==> src/rtl/uart_pkg.sv <==
// Shared widths, FSM state type and round-robin helper for the UART
// transmit scheduler and its arbiter.
package uart_pkg;

    localparam int BYTE_W  = 8;
    localparam int GRANT_W = 3;

    typedef enum logic [2:0] {
        IDLE,
        LOAD,
        START,
        DRAIN,
        GAP
    } state_t;

    // Index that follows idx in a ring of n requesters.
    function automatic logic [GRANT_W-1:0] rr_next(input logic [GRANT_W-1:0] idx,
                                                   input int                 n);
        if (int'(idx) + 1 >= n) return '0;
        return idx + GRANT_W'(1);
    endfunction

endpackage

==> src/rtl/uart_rr_arbiter.sv <==
// Combinational round-robin picker: first asserted request at or after the
// priority pointer, wrapping around, as a one-hot vector and an index.
module uart_rr_arbiter import uart_pkg::*; #(
    parameter int NUM_REQ = 4
) (
    input  logic [NUM_REQ-1:0] req_i,
    input  logic [GRANT_W-1:0] ptr_i,
    output logic [NUM_REQ-1:0] grant_oh_o,
    output logic [GRANT_W-1:0] grant_idx_o
);

    localparam int IDX_W = (NUM_REQ > 1) ? $clog2(NUM_REQ) : 1;

    logic [IDX_W-1:0] idx;

    // NOTE: every output and temporary gets a default before the loop, otherwise the
    // "no request" path would infer latches.
    always_comb begin
        grant_oh_o  = '0;
        grant_idx_o = '0;
        idx         = '0;
        // Scan from the farthest offset down so the nearest hit overwrites the rest.
        for (int k = NUM_REQ - 1; k >= 0; k--) begin
            idx = IDX_W'((int'(ptr_i) + k) % NUM_REQ);
            if (req_i[idx]) begin
                grant_oh_o      = '0;
                grant_oh_o[idx] = 1'b1;
                grant_idx_o     = GRANT_W'(idx);
            end
        end
    end

endmodule

==> src/rtl/uart_tx_scheduler.sv <==
// Shares one async_transmitter byte port among NUM_REQ byte streams: packet-level
// round-robin with a per-grant byte cap and idle baud ticks between packets.
module uart_tx_scheduler import uart_pkg::*; #(
    parameter int NUM_REQ     = 4,
    parameter int MAX_PKT_LEN = 16,
    parameter int GAP_TICKS   = 2
) (
    input  logic                      clk,
    input  logic                      reset_n,
    input  logic                      enable,
    input  logic                      baud_tick,
    input  logic [NUM_REQ-1:0]        req_valid,
    input  logic [BYTE_W*NUM_REQ-1:0] req_data,
    input  logic [NUM_REQ-1:0]        req_last,
    output logic [NUM_REQ-1:0]        req_ready,
    output logic                      tx_start,
    output logic [BYTE_W-1:0]         tx_data,
    input  logic                      tx_busy,
    output logic [GRANT_W-1:0]        grant_id,
    output logic                      active
);

    localparam int IDX_W = (NUM_REQ > 1) ? $clog2(NUM_REQ) : 1;

    state_t              state_q, state_d;
    logic [GRANT_W-1:0]  grant_q, grant_d;
    logic [GRANT_W-1:0]  ptr_q, ptr_d;
    logic [7:0]          byte_cnt_q, byte_cnt_d;
    logic [3:0]          gap_cnt_q, gap_cnt_d;
    logic [BYTE_W-1:0]   data_q, data_d;
    logic                last_q, last_d;

    logic [NUM_REQ-1:0]  arb_oh;
    logic [GRANT_W-1:0]  arb_idx;
    logic [IDX_W-1:0]    grant_idx;

    uart_rr_arbiter #(.NUM_REQ(NUM_REQ)) u_arb (
        .req_i       (req_valid),
        .ptr_i       (ptr_q),
        .grant_oh_o  (arb_oh),
        .grant_idx_o (arb_idx)
    );

    assign grant_idx = grant_q[IDX_W-1:0];
    assign grant_id  = grant_q;
    assign tx_data   = data_q;
    assign tx_start  = (state_q == START);
    assign active    = (state_q != IDLE);

    // req_ready is combinational so the pop strobe coincides with the edge that captures the byte.
    always_comb begin
        state_d    = state_q;
        grant_d    = grant_q;
        ptr_d      = ptr_q;
        byte_cnt_d = byte_cnt_q;
        gap_cnt_d  = gap_cnt_q;
        data_d     = data_q;
        last_d     = last_q;
        req_ready  = '0;
        unique case (state_q)
            IDLE: begin
                if (enable && (|arb_oh) && !tx_busy) begin
                    grant_d    = arb_idx;
                    byte_cnt_d = '0;
                    state_d    = LOAD;
                end
            end
            LOAD: begin
                if (req_valid[grant_idx]) begin
                    data_d               = req_data[grant_idx*BYTE_W +: BYTE_W];
                    last_d               = req_last[grant_idx];
                    req_ready[grant_idx] = 1'b1;
                    byte_cnt_d           = byte_cnt_q + 8'd1;
                    state_d              = START;
                end
            end
            START: begin
                // The transmitter only samples start on a baud tick, so hold until one is seen.
                if (baud_tick) state_d = DRAIN;
            end
            DRAIN: begin
                if (!tx_busy) begin
                    if (last_q || byte_cnt_q == 8'(MAX_PKT_LEN)) begin
                        ptr_d     = rr_next(grant_q, NUM_REQ);
                        gap_cnt_d = 4'(GAP_TICKS);
                        state_d   = GAP;
                    end else begin
                        state_d = LOAD;
                    end
                end
            end
            GAP: begin
                if (gap_cnt_q == 4'd0) state_d = IDLE;
                else if (baud_tick)    gap_cnt_d = gap_cnt_q - 4'd1;
            end
            default: state_d = IDLE;
        endcase
    end

    // NOTE: state registers take non-blocking assignments only; the async reset clears
    // everything, including the data register, so tx_data reads zero out of reset.
    always_ff @(posedge clk or negedge reset_n) begin
        if (!reset_n) begin
            state_q    <= IDLE;
            grant_q    <= '0;
            ptr_q      <= '0;
            byte_cnt_q <= '0;
            gap_cnt_q  <= '0;
            data_q     <= '0;
            last_q     <= 1'b0;
        end else begin
            state_q    <= state_d;
            grant_q    <= grant_d;
            ptr_q      <= ptr_d;
            byte_cnt_q <= byte_cnt_d;
            gap_cnt_q  <= gap_cnt_d;
            data_q     <= data_d;
            last_q     <= last_d;
        end
    end

endmodule

==> config.mk <==
export PLATFORM = sky130hd
export DESIGN_NAME = uart_tx_scheduler
export DESIGN_NICKNAME = d
export VERILOG_FILES = /design/src/rtl/uart_pkg.sv /design/src/rtl/uart_rr_arbiter.sv /design/src/rtl/uart_tx_scheduler.sv
export SDC_FILE = /design/constraint.sdc
export NUM_CORES = 1
export LEC_CHECK = 0
export CAP_MARGIN = 20
export CORE_UTILIZATION = 51
export CTS_CLUSTER_DIAMETER = 60
export DETAILED_ROUTE_END_ITERATION = 8
export PLACE_DENSITY = 0.84
export REMOVE_ABC_BUFFERS = 1
export SYNTH_ARGS = -nofsm -noshare
export SYNTH_HDL_FRONTEND = slang
export SYNTH_SLANG_ARGS = --single-unit
==> constraint.sdc <==
create_clock -name clk -period 3.75 [get_ports clk]
set_input_delay 0.75 -clock clk [delete_from_list [all_inputs] [get_ports clk]]
set_output_delay 0.75 -clock clk [all_outputs]
set_load 0.01 [all_outputs]
Yosys cells after proc, flatten, opt, wreduce, memory -nomap -nowiden
Cells that the tools add are included.

storage, ports and cells
  output and inout port bits = 17
  word-level logic and storage cells = 114
  bits in registers = 29
  input bits = 45

cells by class
  mux-type cells = 53
  shifts and indexed selects = 1
  equal/unequal tests = 13
  bitwise operators = 1
  magnitude comparators = 11
  $add $sub $neg = 7
  reduce and logical (&&, ||, !) cells = 21

operators by type and width
  kind                                                                    number
  4-bit 2-to-1 mux                                                        10
  32-bit by 6-bit indexed part select with 8-bit output                   1
  3-bit 2-to-1 mux                                                        8
  8-bit 2-to-1 mux                                                        2
  2-bit != test (second input constant)                                   8
  8-bit case mux with 2 select lines                                      1
  2-bit by 3-bit < comparator with 1-bit output (second input constant)   5
  1-bit 2-to-1 mux                                                        15
  3-bit case mux with 5 select lines                                      1
  1-bit binary-select mux with 2-bit select                               6
  1-bit demux with 2-bit select                                           5
  2-bit by 1-bit >= comparator with 1-bit output (second input constant)  5
  5-bit AND reduction                                                     2
  8-bit by 1-bit adder with 8-bit output (second input constant)          1
  8-bit by 5-bit == test with 1-bit output (second input constant)        1
  2-bit 2-to-1 mux                                                        4
  4-bit case mux with 2 select lines                                      1
  1-bit logical AND                                                       7
  3-bit by 2-bit == test with 1-bit output (second input constant)        2
  3-bit AND reduction                                                     2
  2-bit by 1-bit adder with 2-bit output (second input constant)          2
  2-bit adder (second input constant)                                     2
  3-bit by 1-bit adder with 4-bit output (second input constant)          1
  4-bit by 3-bit >= comparator with 1-bit output (second input constant)  1
  12 further kinds                                                        14

Longest topological paths before layout
  depth after elaboration = 14
  depth in mapped cells = 8
  depth with buffers taken out = 7

By module
A second synthesis with hierarchy kept.

second synthesis, totals
  cell total of the unflattened synthesis = 242
  area, all modules = 2331.0 um^2

modules (own cells, without submodules)
  module             cells each  seq. area each (um^2)  area each (um^2)  times used
  uart_tx_scheduler  180         750.7                  1824.2            1
  uart_rr_arbiter    62          0.0                    506.7             1

Least setup slack after synthesis
Ideal clock, no wire load.

  path kind = register to register
  start point = reg ptr_q[0]
  end point = reg grant_q[1], in the netlist grant_id[1]
  period minus slack after synthesis = 2.563 ns
  setup slack = 1.187 ns
  arrival = 2.438 ns
  path buffers = 1
  required time = 3.625 ns
  setup time = 0.125 ns
  stages on the path, launching flop included = 9
  cells stage by stage = dfrtp_1 -> buf_6 -> inv_1 -> ha_1 -> mux4_2 -> nand2_1 -> a21boi_2 -> nor4_4 -> mux2_4

on the way
  longest elaborated chain between the ends = 13
  elaborated cells between the ends (all ways) = 43
  classes of those cells = 3 x add/sub; 8 x order compare; 24 x mux; 8 x reduce/logical

ends and longest elaborated chain
  element                                                                                                                                line                      text
  start, declared                                                                                                                        uart_tx_scheduler.sv:27   logic [GRANT_W-1:0] ptr_q, ptr_d;
  start signal, assigned                                                                                                                 uart_tx_scheduler.sv:114  ptr_q <= ptr_d;
  2-bit adder                                                                                                                            uart_rr_arbiter.sv:24     idx = IDX_W'((int'(ptr_i) + k) % NUM_REQ);
  2-bit by 3-bit < comparator with 1-bit output (not written as such) or 2-bit by 1-bit >= comparator with 1-bit output (tied branches)  uart_rr_arbiter.sv:27     grant_oh_o[idx] = 1'b1;
  1-bit logical AND (not written as such)                                                                                                uart_rr_arbiter.sv:27
  1-bit 2-to-1 mux (not written as such)                                                                                                 uart_rr_arbiter.sv:27
  1-bit demux with 2-bit select                                                                                                          n/a
  4-bit 2-to-1 mux (4 in series)                                                                                                         uart_rr_arbiter.sv:25     if (req_i[idx]) begin
  4-bit OR reduction                                                                                                                     uart_tx_scheduler.sv:62   if (enable && (|arb_oh) && !tx_busy) begin
  1-bit logical AND (2 in series)                                                                                                        uart_tx_scheduler.sv:62
  2-bit AND reduction (no source line)                                                                                                   n/a
  end signal, assigned                                                                                                                   uart_tx_scheduler.sv:113  grant_q <= grant_d;
  end, declared                                                                                                                          uart_tx_scheduler.sv:26   logic [GRANT_W-1:0] grant_q, grant_d;

Parallel ways exist; a longest one is shown, timed or not. The select of a mux whose other input is x is not followed.
A chain may end at the register's enable or synchronous reset.

Final worst setup path
  start point = in req_valid[1]
  end point = out req_ready[3]

on the way
  longest elaborated chain between the ends = 4

ends and longest elaborated chain
  element                                    line                     text
  start, declared                            uart_tx_scheduler.sv:12  input logic [NUM_REQ-1:0] req_valid,
  1-bit binary-select mux with 2-bit select  uart_tx_scheduler.sv:69  if (req_valid[grant_idx]) begin
  1-bit 2-to-1 mux (not written as such)     uart_tx_scheduler.sv:69
  4-bit 2-to-1 mux                           uart_tx_scheduler.sv:69
  4-bit 2-to-1 mux                           uart_tx_scheduler.sv:60  unique case (state_q)
  end, declared                              uart_tx_scheduler.sv:15  output logic [NUM_REQ-1:0] req_ready,

No other way between the ends. The select of a mux whose other input is x is not followed.

==> impl_metrics.toml <==
[status]
run_status = "finished, final reports clean"

[placed_design]
place_hpwl_mm = 3.63
placed_cell_area_um2 = 2670
port_buffers = 60
routabilityCongestion = 0.835

[detailed_routing]
wirelength_mm = 4.74
viasPerCell = 5.72
drc = 0
drt_first_pass_iters = 4
vias = 1795
final_antenna_net_count = 0
post_drt_wl_per_cell_um = 15.1
drtIter0Drc = 95

[sta]
fin_setup_tns_ns = 0
fmax_mhz = 298
drv_slew = 0
slew_headroom_pct = 46.3
worst_pin_slew_ns = 0.804
grt_setup_unrepaired = "no"
clock_skew_ns = 0.0100
min_period_over_period_pct = 89.3
finalSetupViolCount = 0
finalHoldViolCount = 0
fin_crit_ns = 3.35

[clocking]
cts_tree = "done"
cts-resized-gates = 0
worstSkewPairLatency_ns = 0.27
post-cts-setup-buffer-count = 0
clk_pin_slew_ns = 0.10
cts-root-buf = "clkbuf_8"
cts.path.max_buffers = 2
cts_buffers = 3
cts.sinks = 28
cts_hold_buf = 0
cts_max_level = 1

[worst_setup_path]
cpPeakStageDelay_ns = 0.61
cp-end-kind = "output port"
critPathLaunchType = "input port"
critPathMaxFanout = 10
worstPathCellList = "clkdlybuf4s50_1 -> mux4_2 -> and3_1 -> clkdlybuf4s50_1"
critPathKind = "input port to output port"
worstPathArrival_ns = 2.60
crit_required_ns = 3.00
crit_top_cell = "clkdlybuf4s50_1"
critPathSlowestCell = "mux4_2"

[synth]
async_flop_share_pct = 100
synth_area_um2 = 2040
synth_area_per_cell_um2 = 9.83
syn-instance-count = 207
yosysSeqAreaShare_pct = 34.4
synthDistinctLibCells = 48
ys.flop_type = "dfrtp_1"
ys_seq_elements = 28
synth-compound-area-share_pct = 9.83
synth_top_family_by_area = "simple AND/OR/NAND/NOR gates"
synth_xor_area_share_pct = 3.44
yosys.area_share.adder_pct = 8.60
synth_edf_count = 0
ys_warn_count = 0
yosys.area_share.simple_pct = 21.8
synth.area.mux_share_pct = 17.8

[floorplanning]
die_y_um = 65.2
die_area_um2 = 4250
die_x_um = 65.2
core_um2 = 3740
initial_core_util_pct = 54.4
num_rows = 22
num_io_pins = 62

[cells_and_area]
nets = 326
finish.instance_area_um2 = 2730
synthToLayoutAreaGrowth_pct = 33.9
antenna_cells = 0
final_cell_mix = "clkdlybuf4s50_1 (60), nand2_1 (38), dfrtp_1 (28)"
fillers = 275
drive_gt1_share_pct = 11.3
final_common_cell = "clkdlybuf4s50_1"

[job]
cap_viol_max_count = 0

[grt]
grt_pass1_wl_mm = 7.87
antenna_found_initial = 0
grt_pass1_vias = 1757
grt_max_degree = 29
grt.total_usage_pct = 23.8
grt_overflow = 0

[power_and_ir_drop]
vdd_drop_max_mv = 0.396
pwr_density_cell_nw_per_um2 = 690
leakage_nw = 1.20

[hold_path]
hold_class = "flop to flop"
## worst paths after layout
path                                                 to  depth (start not counted)  slack (ns)                   start
worst max-delay path                       req_ready[3]                          4        0.40            req_valid[1]
worst min-delay path             tx_data[5]$_DFFE_PN0P_                          2        0.48  tx_data[5]$_DFFE_PN0P_
worst max register to register  grant_id[1]$_DFFE_PN0P_                          7        0.77    ptr_q[0]$_DFFE_PN0P_
worst min register to register   tx_data[5]$_DFFE_PN0P_                          2        0.48  tx_data[5]$_DFFE_PN0P_
max in group asynchronous        tx_data[1]$_DFFE_PN0P_                          2        2.63                 reset_n
min in group asynchronous       grant_id[1]$_DFFE_PN0P_                          2        0.85                 reset_n
## registers in the layout, summed over array words and instances (netlist names)
register / flops
grant_id: 2
state_q: 3
byte_cnt_q: 8
gap_cnt_q: 4
tx_data: 8
last_q: 1
ptr_q: 2
## synthesized netlist by cell type, drive strengths merged (3+ instances only)
| cell | count | area (um2) |
|---|---|---|
| and3 | 6 | 37.5 |
| nand2 | 38 | 143 |
| o21ai | 7 | 35.0 |
| a21oi | 9 | 48.8 |
| mux4 | 13 | 297 |
| a31oi | 3 | 18.8 |
| inv | 10 | 37.5 |
| nor3 | 4 | 20.0 |
| nand2b | 4 | 27.5 |
| nand3 | 4 | 20.0 |
| xor2 | 6 | 52.6 |
| nor2 | 20 | 75.1 |
| mux2i | 4 | 40.0 |
| buf | 6 | 37.5 |
| ha | 14 | 175 |
| dfrtp | 28 | 701 |
## critical path, delay by kind of cell
family                 cells  cell delay [ns]
muxes                      1             0.61
and+or+nand+nor            1             0.22
buffers and inverters      2             1.03
## where the power goes
part,switching (W),internal [W]
sequential,0.000168,0.000422
clock,0.0000907,0.0000939
combinational,0.000529,0.000576
## stage by stage
stage,util (%),setup WS [ns],hold WS (ns),power [W],instances
after floorplan,-,1.08,0.446,0.00130,200
final,72.8,0.400,0.481,0.00188,314
after CTS,72.8,0.395,0.483,0.00189,314
after global placement,71.3,0.464,0.457,0.00167,310
after global routing,72.8,0.339,0.519,0.00204,314
after detailed placement,71.3,0.405,0.461,0.00170,310
## metal layers
layer / up-vias / global-route usage [%] / share of wire [%]
li1: 853 / - / -
met1: 882 / 29.5 / 43
met2: 54 / 42.8 / 51
met3: 6 / 4.51 / 5.5
met4: 0 / 4.89 / 0.93
met5: - / 0 / 0
## cell families (layout without fill, tap and decap cells)
group	count (synthesis)	count (layout)
fa+ha+maj	14	14
mux	19	19
simple gates	91	91
xor+xnor	8	8
buf+inv	17	76
other cells	1	1
compound gates	29	29
flops	28	28
## area by class of cell
class / instances / area, um2 / share of cell area [%]
clock buffers: 4 / 55.1 / 2.02
inverters: 10 / 37.5 / 1.38
multi-input cells: 162 / 1260 / 46.1
flip-flops and latches: 28 / 701 / 25.7
well taps: 48 / 60.1 / 2.20
repair buffers: 62 / 616 / 22.6
No activity file was read; power rests on OpenSTA's default activity.
